File: config.mk
export PLATFORM = sky130hd
export DESIGN_NAME = sme_feeder_flat
export DESIGN_NICKNAME = d
export VERILOG_FILES = /design/src/rtl/sme_feeder_pkg.sv /design/src/rtl/sme_feeder_if.sv /design/src/rtl/sme_feeder_char_buf.sv /design/src/rtl/sme_feeder.sv /design/src/flat_wrapper.sv
export SDC_FILE = /design/constraint.sdc
export NUM_CORES = 1
export LEC_CHECK = 0
export ABC_AREA = 1
export CORE_AREA = 3 3 151 153
export CTS_CLUSTER_SIZE = 40
export DETAILED_ROUTE_END_ITERATION = 10
export DIE_AREA = 0 0 154 156
export PLACE_DENSITY = 0.77
export SLEW_MARGIN = 20
export SYNTH_ARGS = -nofsm -noshare
export SYNTH_HDL_FRONTEND = slang
export SYNTH_SLANG_ARGS = --single-unit
File: constraint.sdc
create_clock -name clk -period 4.33 [get_ports clk]
set_clock_uncertainty 0.05 [all_clocks]
set_input_delay 0.866 -clock clk [delete_from_list [all_inputs] [get_ports clk]]
set_output_delay 0.866 -clock clk [all_outputs]
set_load 0.02 [all_outputs]
File: src/rtl/sme_feeder_pkg.sv
// Shared types and constants for the SME front-end feeder and the SME itself.
package sme_pkg;

  typedef enum logic [1:0] {
    ST_IDLE     = 2'd0,
    ST_COLLECT  = 2'd1,
    ST_EMIT     = 2'd2,
    ST_WAIT_RES = 2'd3
  } sme_feed_state_t;

  localparam int SME_STR_MAX = 32;
  localparam int SME_PAT_MAX = 8;

  localparam logic [7:0] CH_SPACE  = 8'h20;
  localparam logic [7:0] CH_DOT    = 8'h2E;
  localparam logic [7:0] CH_CARET  = 8'h5E;
  localparam logic [7:0] CH_DOLLAR = 8'h24;

endpackage

File: src/rtl/sme_feeder_if.sv
// Upstream byte stream, SME burst/verdict lines and result/error outputs of the feeder.
// Handshake: a byte transfers on a rising clk edge where in_valid && in_ready; in_valid,
// in_data, in_kind and in_last must hold until that edge; in_ready never depends on in_valid.
interface sme_feeder_if;
  logic       in_valid;
  logic       in_ready;
  logic [7:0] in_data;
  logic       in_kind;
  logic       in_last;
  logic [7:0] chardata;
  logic       isstring;
  logic       ispattern;
  logic       sme_valid;
  logic       sme_match;
  logic [4:0] sme_index;
  logic       res_valid;
  logic       res_match;
  logic [4:0] res_index;
  logic       res_timeout;
  logic       err;

  modport slave (
    input  in_valid, in_data, in_kind, in_last, sme_valid, sme_match, sme_index,
    output in_ready, chardata, isstring, ispattern,
           res_valid, res_match, res_index, res_timeout, err
  );

  modport master (
    output in_valid, in_data, in_kind, in_last, sme_valid, sme_match, sme_index,
    input  in_ready, chardata, isstring, ispattern,
           res_valid, res_match, res_index, res_timeout, err
  );
endinterface

File: src/rtl/sme_feeder_char_buf.sv
// Record buffer: register array with a synchronous write port and a combinational read port.
module sme_char_buf #(
  parameter int STR_MAX = 32,
  localparam int AW = $clog2(STR_MAX)
) (
  input  logic          clk,
  input  logic          we,
  input  logic [AW-1:0] waddr,
  input  logic [7:0]    wdata,
  input  logic [AW-1:0] raddr,
  output logic [7:0]    rdata
);

  logic [7:0] mem [STR_MAX];

  always_ff @(posedge clk) begin
    if (we) mem[waddr] <= wdata;
  end

  assign rdata = mem[raddr];

endmodule

File: src/rtl/sme_feeder.sv
// Buffers one tagged string/pattern record, replays it to the SME as a gap-free burst,
// then returns the SME verdict (or a timeout) as a single-cycle result.
module sme_feeder
  import sme_pkg::*;
#(
  parameter int STR_MAX = SME_STR_MAX,
  parameter int PAT_MAX = SME_PAT_MAX,
  parameter int TIMEOUT = 64
) (
  input  logic            clk,
  input  logic            reset,
  sme_feeder_if.slave     bus,
  output sme_feed_state_t dbg_state
);

  localparam int CW = $clog2(STR_MAX + 1);
  localparam int TW = $clog2(TIMEOUT);
  localparam int AW = $clog2(STR_MAX);

  sme_feed_state_t state, state_d;
  logic          kind, kind_d, str_loaded, str_loaded_d, ovf, ovf_d, ready_q, ready_d;
  logic [CW-1:0] wr_cnt, wr_cnt_d, rd_cnt, rd_cnt_d;
  logic [TW-1:0] timer, timer_d;
  logic [7:0]    chardata_q, chardata_d;
  logic          isstring_q, isstring_d, ispattern_q, ispattern_d;
  logic          res_valid_q, res_valid_d, res_match_q, res_match_d;
  logic [4:0]    res_index_q, res_index_d;
  logic          res_timeout_q, res_timeout_d, err_q, err_d;

  logic          accept, cur_kind, room, ovf_cur, buf_we;
  logic [CW-1:0] limit, cnt_base;
  logic [AW-1:0] buf_waddr, buf_raddr;
  logic [7:0]    buf_rdata;

  sme_char_buf #(.STR_MAX(STR_MAX)) u_buf (
    .clk   (clk),
    .we    (buf_we),
    .waddr (buf_waddr),
    .wdata (bus.in_data),
    .raddr (buf_raddr),
    .rdata (buf_rdata)
  );

  // In IDLE the first byte of a new record is judged on its own tag and an empty count.
  assign accept    = bus.in_valid && ready_q;
  assign cur_kind  = (state == ST_IDLE) ? bus.in_kind : kind;
  assign limit     = cur_kind ? CW'(PAT_MAX) : CW'(STR_MAX);
  assign cnt_base  = (state == ST_IDLE) ? '0 : wr_cnt;
  assign ovf_cur   = (state == ST_IDLE) ? 1'b0 : ovf;
  assign room      = cnt_base < limit;
  assign buf_we    = accept && room;
  assign buf_waddr = cnt_base[AW-1:0];
  // During EMIT the read port looks one character ahead of the registered output.
  assign buf_raddr = (state == ST_EMIT) ? AW'(rd_cnt + CW'(1)) : '0;

  always_comb begin
    state_d       = state;
    kind_d        = kind;
    str_loaded_d  = str_loaded;
    ovf_d         = ovf;
    wr_cnt_d      = wr_cnt;
    rd_cnt_d      = rd_cnt;
    timer_d       = timer;
    chardata_d    = '0;
    isstring_d    = 1'b0;
    ispattern_d   = 1'b0;
    res_valid_d   = 1'b0;
    res_match_d   = res_match_q;
    res_index_d   = res_index_q;
    res_timeout_d = res_timeout_q;
    err_d         = 1'b0;

    case (state)
      ST_IDLE, ST_COLLECT: begin
        if (accept) begin
          kind_d = cur_kind;
          ovf_d  = ovf_cur;
          if (room) begin
            wr_cnt_d = cnt_base + CW'(1);
          end else begin
            wr_cnt_d = cnt_base;
            if (!ovf_cur) begin
              err_d = 1'b1;
              ovf_d = 1'b1;
            end
          end
          if (bus.in_last) begin
            if (cur_kind && !str_loaded) begin
              err_d   = 1'b1;
              state_d = ST_IDLE;
            end else begin
              state_d     = ST_EMIT;
              rd_cnt_d    = '0;
              // A one-byte record is still being written, so bypass the buffer.
              chardata_d  = (state == ST_IDLE) ? bus.in_data : buf_rdata;
              isstring_d  = !cur_kind;
              ispattern_d = cur_kind;
            end
          end else begin
            state_d = ST_COLLECT;
          end
        end
      end
      ST_EMIT: begin
        if (rd_cnt == wr_cnt - CW'(1)) begin
          if (!kind) begin
            str_loaded_d = 1'b1;
            state_d      = ST_IDLE;
          end else begin
            timer_d = '0;
            state_d = ST_WAIT_RES;
          end
        end else begin
          rd_cnt_d    = rd_cnt + CW'(1);
          chardata_d  = buf_rdata;
          isstring_d  = !kind;
          ispattern_d = kind;
        end
      end
      ST_WAIT_RES: begin
        timer_d = timer + TW'(1);
        if (bus.sme_valid) begin
          res_valid_d   = 1'b1;
          res_match_d   = bus.sme_match;
          res_index_d   = bus.sme_index;
          res_timeout_d = 1'b0;
          state_d       = ST_IDLE;
        end else if (timer == TW'(TIMEOUT - 1)) begin
          res_valid_d   = 1'b1;
          res_match_d   = 1'b0;
          res_index_d   = '0;
          res_timeout_d = 1'b1;
          state_d       = ST_IDLE;
        end
      end
      default: state_d = ST_IDLE;
    endcase

    // Ready reopens only after the result pulse has been presented.
    ready_d = ((state_d == ST_IDLE) || (state_d == ST_COLLECT)) && !res_valid_d;
  end

  always_ff @(posedge clk or posedge reset) begin
    if (reset) begin
      state         <= ST_IDLE;
      kind          <= 1'b0;
      str_loaded    <= 1'b0;
      ovf           <= 1'b0;
      ready_q       <= 1'b0;
      wr_cnt        <= '0;
      rd_cnt        <= '0;
      timer         <= '0;
      chardata_q    <= '0;
      isstring_q    <= 1'b0;
      ispattern_q   <= 1'b0;
      res_valid_q   <= 1'b0;
      res_match_q   <= 1'b0;
      res_index_q   <= '0;
      res_timeout_q <= 1'b0;
      err_q         <= 1'b0;
    end else begin
      state         <= state_d;
      kind          <= kind_d;
      str_loaded    <= str_loaded_d;
      ovf           <= ovf_d;
      ready_q       <= ready_d;
      wr_cnt        <= wr_cnt_d;
      rd_cnt        <= rd_cnt_d;
      timer         <= timer_d;
      chardata_q    <= chardata_d;
      isstring_q    <= isstring_d;
      ispattern_q   <= ispattern_d;
      res_valid_q   <= res_valid_d;
      res_match_q   <= res_match_d;
      res_index_q   <= res_index_d;
      res_timeout_q <= res_timeout_d;
      err_q         <= err_d;
    end
  end

  assign bus.in_ready    = ready_q;
  assign bus.chardata    = chardata_q;
  assign bus.isstring    = isstring_q;
  assign bus.ispattern   = ispattern_q;
  assign bus.res_valid   = res_valid_q;
  assign bus.res_match   = res_match_q;
  assign bus.res_index   = res_index_q;
  assign bus.res_timeout = res_timeout_q;
  assign bus.err         = err_q;
  assign dbg_state       = state;

endmodule

File: src/flat_wrapper.sv
// flat-port wrapper written by rule: the top's interface ports become plain ports
module sme_feeder_flat import sme_pkg::*;
#(
  parameter int STR_MAX = SME_STR_MAX,
  parameter int PAT_MAX = SME_PAT_MAX,
  parameter int TIMEOUT = 64
)
  (clk, reset, dbg_state, bus_in_valid, bus_in_data, bus_in_kind, bus_in_last, bus_sme_valid, bus_sme_match, bus_sme_index, bus_in_ready, bus_chardata, bus_isstring, bus_ispattern, bus_res_valid, bus_res_match, bus_res_index, bus_res_timeout, bus_err);
  sme_feeder_if bus_i ();
  input  logic clk;
  input  logic reset;
  output sme_feed_state_t dbg_state;
  input wire logic [$bits(bus_i.in_valid)-1:0] bus_in_valid;
  input wire logic [$bits(bus_i.in_data)-1:0] bus_in_data;
  input wire logic [$bits(bus_i.in_kind)-1:0] bus_in_kind;
  input wire logic [$bits(bus_i.in_last)-1:0] bus_in_last;
  input wire logic [$bits(bus_i.sme_valid)-1:0] bus_sme_valid;
  input wire logic [$bits(bus_i.sme_match)-1:0] bus_sme_match;
  input wire logic [$bits(bus_i.sme_index)-1:0] bus_sme_index;
  output wire logic [$bits(bus_i.in_ready)-1:0] bus_in_ready;
  output wire logic [$bits(bus_i.chardata)-1:0] bus_chardata;
  output wire logic [$bits(bus_i.isstring)-1:0] bus_isstring;
  output wire logic [$bits(bus_i.ispattern)-1:0] bus_ispattern;
  output wire logic [$bits(bus_i.res_valid)-1:0] bus_res_valid;
  output wire logic [$bits(bus_i.res_match)-1:0] bus_res_match;
  output wire logic [$bits(bus_i.res_index)-1:0] bus_res_index;
  output wire logic [$bits(bus_i.res_timeout)-1:0] bus_res_timeout;
  output wire logic [$bits(bus_i.err)-1:0] bus_err;
  assign bus_i.in_valid = bus_in_valid;
  assign bus_i.in_data = bus_in_data;
  assign bus_i.in_kind = bus_in_kind;
  assign bus_i.in_last = bus_in_last;
  assign bus_i.sme_valid = bus_sme_valid;
  assign bus_i.sme_match = bus_sme_match;
  assign bus_i.sme_index = bus_sme_index;
  assign bus_in_ready = bus_i.in_ready;
  assign bus_chardata = bus_i.chardata;
  assign bus_isstring = bus_i.isstring;
  assign bus_ispattern = bus_i.ispattern;
  assign bus_res_valid = bus_i.res_valid;
  assign bus_res_match = bus_i.res_match;
  assign bus_res_index = bus_i.res_index;
  assign bus_res_timeout = bus_i.res_timeout;
  assign bus_err = bus_i.err;
  sme_feeder #(.STR_MAX(STR_MAX), .PAT_MAX(PAT_MAX), .TIMEOUT(TIMEOUT)) u_core (.clk(clk), .reset(reset), .bus(bus_i), .dbg_state(dbg_state));
endmodule
==> impl_results.rst <==
.. list-table::
   :header-rows: 1

   * - Metric
     - Value
   * - Worst Tran Pin Value
     - between 900 and 1000 ps
   * - Synthesized cell area
     - roughly 0.013 mm2
   * - Switching part of the total
     - 0.337
   * - Leading cell types by total area after synthesis
     - sky130_fd_sc_hd__edfxtp_1 60%, sky130_fd_sc_hd__nand3_1 10%, sky130_fd_sc_hd__nand2_1 9.6%
   * - Global-route wire length before repair
     - roughly 47 mm
   * - Setup slack on the worst flop-to-flop path
     - ~750 ps
   * - Pin count of the biggest net entering global routing
     - roughly 110
   * - Full die area
     - 0.0240 mm2
   * - Max Buffers Root-to-Sink
     - 3
   * - Peak supply drop
     - roughly 0.34 mV
   * - Type of destination of the critical path
     - flip-flop
   * - Number of detailed-route iterations in the first pass
     - 6
   * - Iter 0 DRT Violations
     - between 1,000 and 1,500
   * - Unrepaired setup endpoints after global routing
     - no
   * - Run status
     - finished, final reports clean
   * - Final-layout worst hold slack
     - roughly 430 ps
   * - Buffers and inverters on the worst path
     - 1
   * - Via count of the first global-routing pass
     - around 8,500
   * - Clock root buffer master
     - sky130_fd_sc_hd__clkbuf_16
   * - Total power per unit cell area
     - 590 mW/mm2
   * - Count of final max-slew check failures
     - 0
   * - WP depth
     - 10
   * - Gate family responsible for the most delay along the worst path
     - simple AND/OR/NAND/NOR gates
   * - Yosys warning count
     - 0
   * - Reg2Reg Depth
     - 10
   * - DRC viols
     - 0
   * - Chain of cells forming the critical path
     - nor2_2 -> nand2_1 -> o21ai_2 -> inv_2 -> ha_1 -> o21ai_2 -> nand2_2 -> nor2_4 -> nand2_1 -> nor2_1
   * - Synth area leader
     - sky130_fd_sc_hd__edfxtp_1
   * - Post_cts resized
     - 0
   * - Top library cells by usage in the layout, fill and taps aside
     - 330 x sky130_fd_sc_hd__nand2_1, 267 x sky130_fd_sc_hd__nand3_1, 256 x sky130_fd_sc_hd__edfxtp_1
   * - Worst path required time
     - about 4500 ps
   * - Synthesis-stage register bit count
     - 299
   * - Cells after synthesis
     - between 1,000 and 1,500
   * - Relative max-transition margin
     - 0.334
   * - Mean post-synth cell area
     - roughly 11 um2
   * - Hold crit path type
     - reg -> reg
   * - Boundary pin count
     - between 40 and 50
   * - Cell area after placement
     - 0.0135 mm2
   * - Max FO, Critical Path
     - 15
   * - Clock network latency to the later pin of the worst-skew pair
     - ~570 ps
   * - CTS Sinks
     - approximately 300
   * - Proportion of synthesized chip area in sequential cells
     - 0.679
   * - Setup-violating endpoint count in the final report
     - 0
   * - Area growth from synthesis to final layout
     - 12.4%
   * - Detailed-route wire length per cell
     - 20.3 um
   * - Post-layout minimum cycle time
     - around 3600 ps
   * - CTS Buf Count
     - 29
   * - Total detailed-routing wirelength
     - between 30 and 40 mm
   * - WS Path Type
     - reg -> reg
   * - Count of flip-flops with a built-in enable after synthesis
     - roughly 260
   * - CTS tree
     - done
   * - Final period utilization
     - 0.827
   * - Number of diodes added for antenna fixing
     - 0
   * - Hold violation total from the final report
     - 0
   * - Detailed placer's ending HPWL
     - around 19 mm
   * - Worst hold stages
     - 2
   * - Net switching power figure
     - slightly below 3 mW
   * - Total grt overflow
     - 0
   * - Logic gate share of total power
     - 0.286
   * - Standard-cell rows
     - 54
   * - Max_cap viols
     - 0
   * - Via density per instance
     - slightly below 6
   * - Fraction of registers with async set or reset after synthesis
     - 0.144
   * - Clock transition at path regs
     - 70 ps
   * - Leakage power summed over all cells
     - between 5 and 6 nW
   * - F_max
     - 279 MHz
   * - Overall die width
     - between 150 and 200 um
   * - Core footprint
     - about 0.022 mm2
   * - CTS H-Tree Depth
     - 1
   * - Initial core utilization
     - 0.595
   * - Detail Route Antenna Nets
     - 0
   * - Final-layout setup total negative slack
     - 0 ps
   * - Area share of the largest cell type after synthesis
     - 0.595
   * - Overall global routing resource usage
     - 0.253
   * - Post-synth net total
     - 1,200
   * - Power share of the sequential group
     - 0.402
   * - Max stage delay cell, worst path
     - sky130_fd_sc_hd__nor2_1
   * - Number of buffers added on ports
     - between 40 and 50
   * - Cts hold-fix bufs
     - 0
   * - GPL Wtd Cong
     - between 0.9 and 1
   * - Crit path arrival time
     - approximately 3700 ps
   * - Die Y
     - around 160 um
   * - Fraction of final layout cells sized beyond drive strength 1
     - 0.0829
   * - Clk pwr share
     - 0.312
   * - Final net count
     - around 1,200
   * - Most instantiated flip-flop cell in the synthesis netlist
     - sky130_fd_sc_hd__edfxtp_1
   * - Worst path max stage delay
     - roughly 700 ps
   * - Cell Int Power
     - 5.68 mW
   * - Post-route cell area
     - between 0.01 and 0.015 mm2
   * - Nature of the critical path startpoint
     - flip-flop
   * - Setup Buffers After CTS
     - 0
   * - Count of cell types in the netlist
     - 35
   * - Overall via count from detail_route
     - approximately 8,900
   * - Initial antenna violation count
     - 0
   * - Most common library cell in the layout ignoring fill and taps
     - sky130_fd_sc_hd__nand2_1
[power groups by stage]
stage	logic (mW)	clock network (mW)	registers [mW]
floorplan	1.66	0	3.58
global placement	2.34	0	3.50
detailed placement	2.39	0	3.51
CTS	2.40	2.68	3.45
global route	2.69	2.82	3.47
finish	2.45	2.67	3.45
[metrics by stage]
step / instances / setup WS, ps / power, mW / utilization
after CTS: 1510 / 835 / 8.53 / 0.668
after floorplan: 1172 / 1640 / 5.24 / -
after detailed placement: 1456 / 617 / 5.90 / 0.620
final: 1511 / 750 / 8.57 / 0.669
after global routing: 1511 / 574 / 8.98 / 0.669
after global placement: 1456 / 686 / 5.84 / 0.620
[cell type report]
type / count / area, um2
Clock buffer: 35 / 778
Clock inverter: 19 / 254
Fill cell: 1585 / 7180
Inverter: 50 / 198
Multi-Input combinational cell: 766 / 3570
Sequential cell: 299 / 8760
Tap cell: 280 / 350
Timing Repair Buffer: 62 / 601
[tightest hold or removal path: stages, from the launching register on]
cell                      delay, ps
sky130_fd_sc_hd__dfrtp_1        340
sky130_fd_sc_hd__nand2_1         60
sky130_fd_sc_hd__nand2_1         50
[flip-flops by register name (all words and copies together) (netlist names)]
| register | cells |
|---|---|
| u_core.bus.err | 1 |
| u_core.rd_cnt | 6 |
| u_core.bus.res_match | 1 |
| u_core.bus.res_valid | 1 |
| u_core.wr_cnt | 6 |
| u_core.u_buf.mem | 256 |
| u_core.bus.in_ready | 1 |
| u_core.bus.res_index | 5 |
| u_core.bus.chardata | 8 |
| u_core.str_loaded | 1 |
| u_core.bus.ispattern | 1 |
| u_core.ovf | 1 |
| u_core.bus.isstring | 1 |
| u_core.kind | 1 |
| u_core.bus.res_timeout | 1 |
| u_core.dbg_state | 2 |
| u_core.timer | 6 |
[worst paths after layout]
kind,start,end
setup / recovery,u_core.dbg_state[0],u_core.u_buf.mem[18][1]
hold / removal,u_core.timer[3],u_core.timer[3]
setup reg to reg,u_core.dbg_state[0],u_core.u_buf.mem[18][1]
hold reg to reg,u_core.timer[3],u_core.timer[3]
max in group asynchronous,reset,u_core.bus.ispattern
min in group asynchronous,reset,u_core.wr_cnt[2]
[synthesized netlist by cell type, types with 4 or more instances]
master,n
sky130_fd_sc_hd__a21oi_1,6
sky130_fd_sc_hd__edfxtp_1,256
sky130_fd_sc_hd__buf_6,14
sky130_fd_sc_hd__inv_1,42
sky130_fd_sc_hd__inv_2,4
sky130_fd_sc_hd__nand4_1,10
sky130_fd_sc_hd__nand3_1,267
sky130_fd_sc_hd__inv_4,4
sky130_fd_sc_hd__nor2_1,75
sky130_fd_sc_hd__nand2_1,330
sky130_fd_sc_hd__o21ai_0,25
sky130_fd_sc_hd__dfrtp_1,43
sky130_fd_sc_hd__xor2_1,9
sky130_fd_sc_hd__ha_1,8
sky130_fd_sc_hd__clkbuf_1,10
sky130_fd_sc_hd__nand2_4,5
sky130_fd_sc_hd__buf_2,21
sky130_fd_sc_hd__nor2_2,4
sky130_fd_sc_hd__buf_4,12
[routing by layer]
metal | GRT usage | vias up | share of wire
li1 | - | 4136 | -
met1 | 0.352 | 4189 | 0.39
met2 | 0.408 | 514 | 0.47
met3 | 0.0474 | 91 | 0.10
met4 | 0.0892 | 0 | 0.037
met5 | 0 | - | 0
[kinds of logic (layout without fill, tap and decap cells)]
kind of cell | Yosys count | in the layout | synth area share
XOR/XNOR | 12 | 12 | 0.00814
buffers and inverters | 107 | 166 | 0.0455
adder cells (fa/ha/maj) | 8 | 8 | 0.00775
AND/OR/NAND/NOR | 706 | 706 | 0.243
flip-flops | 299 | 299 | 0.679
AO/OA/AOI/OAI | 40 | 40 | 0.0169
No activity file was read; power rests on OpenSTA's default activity.
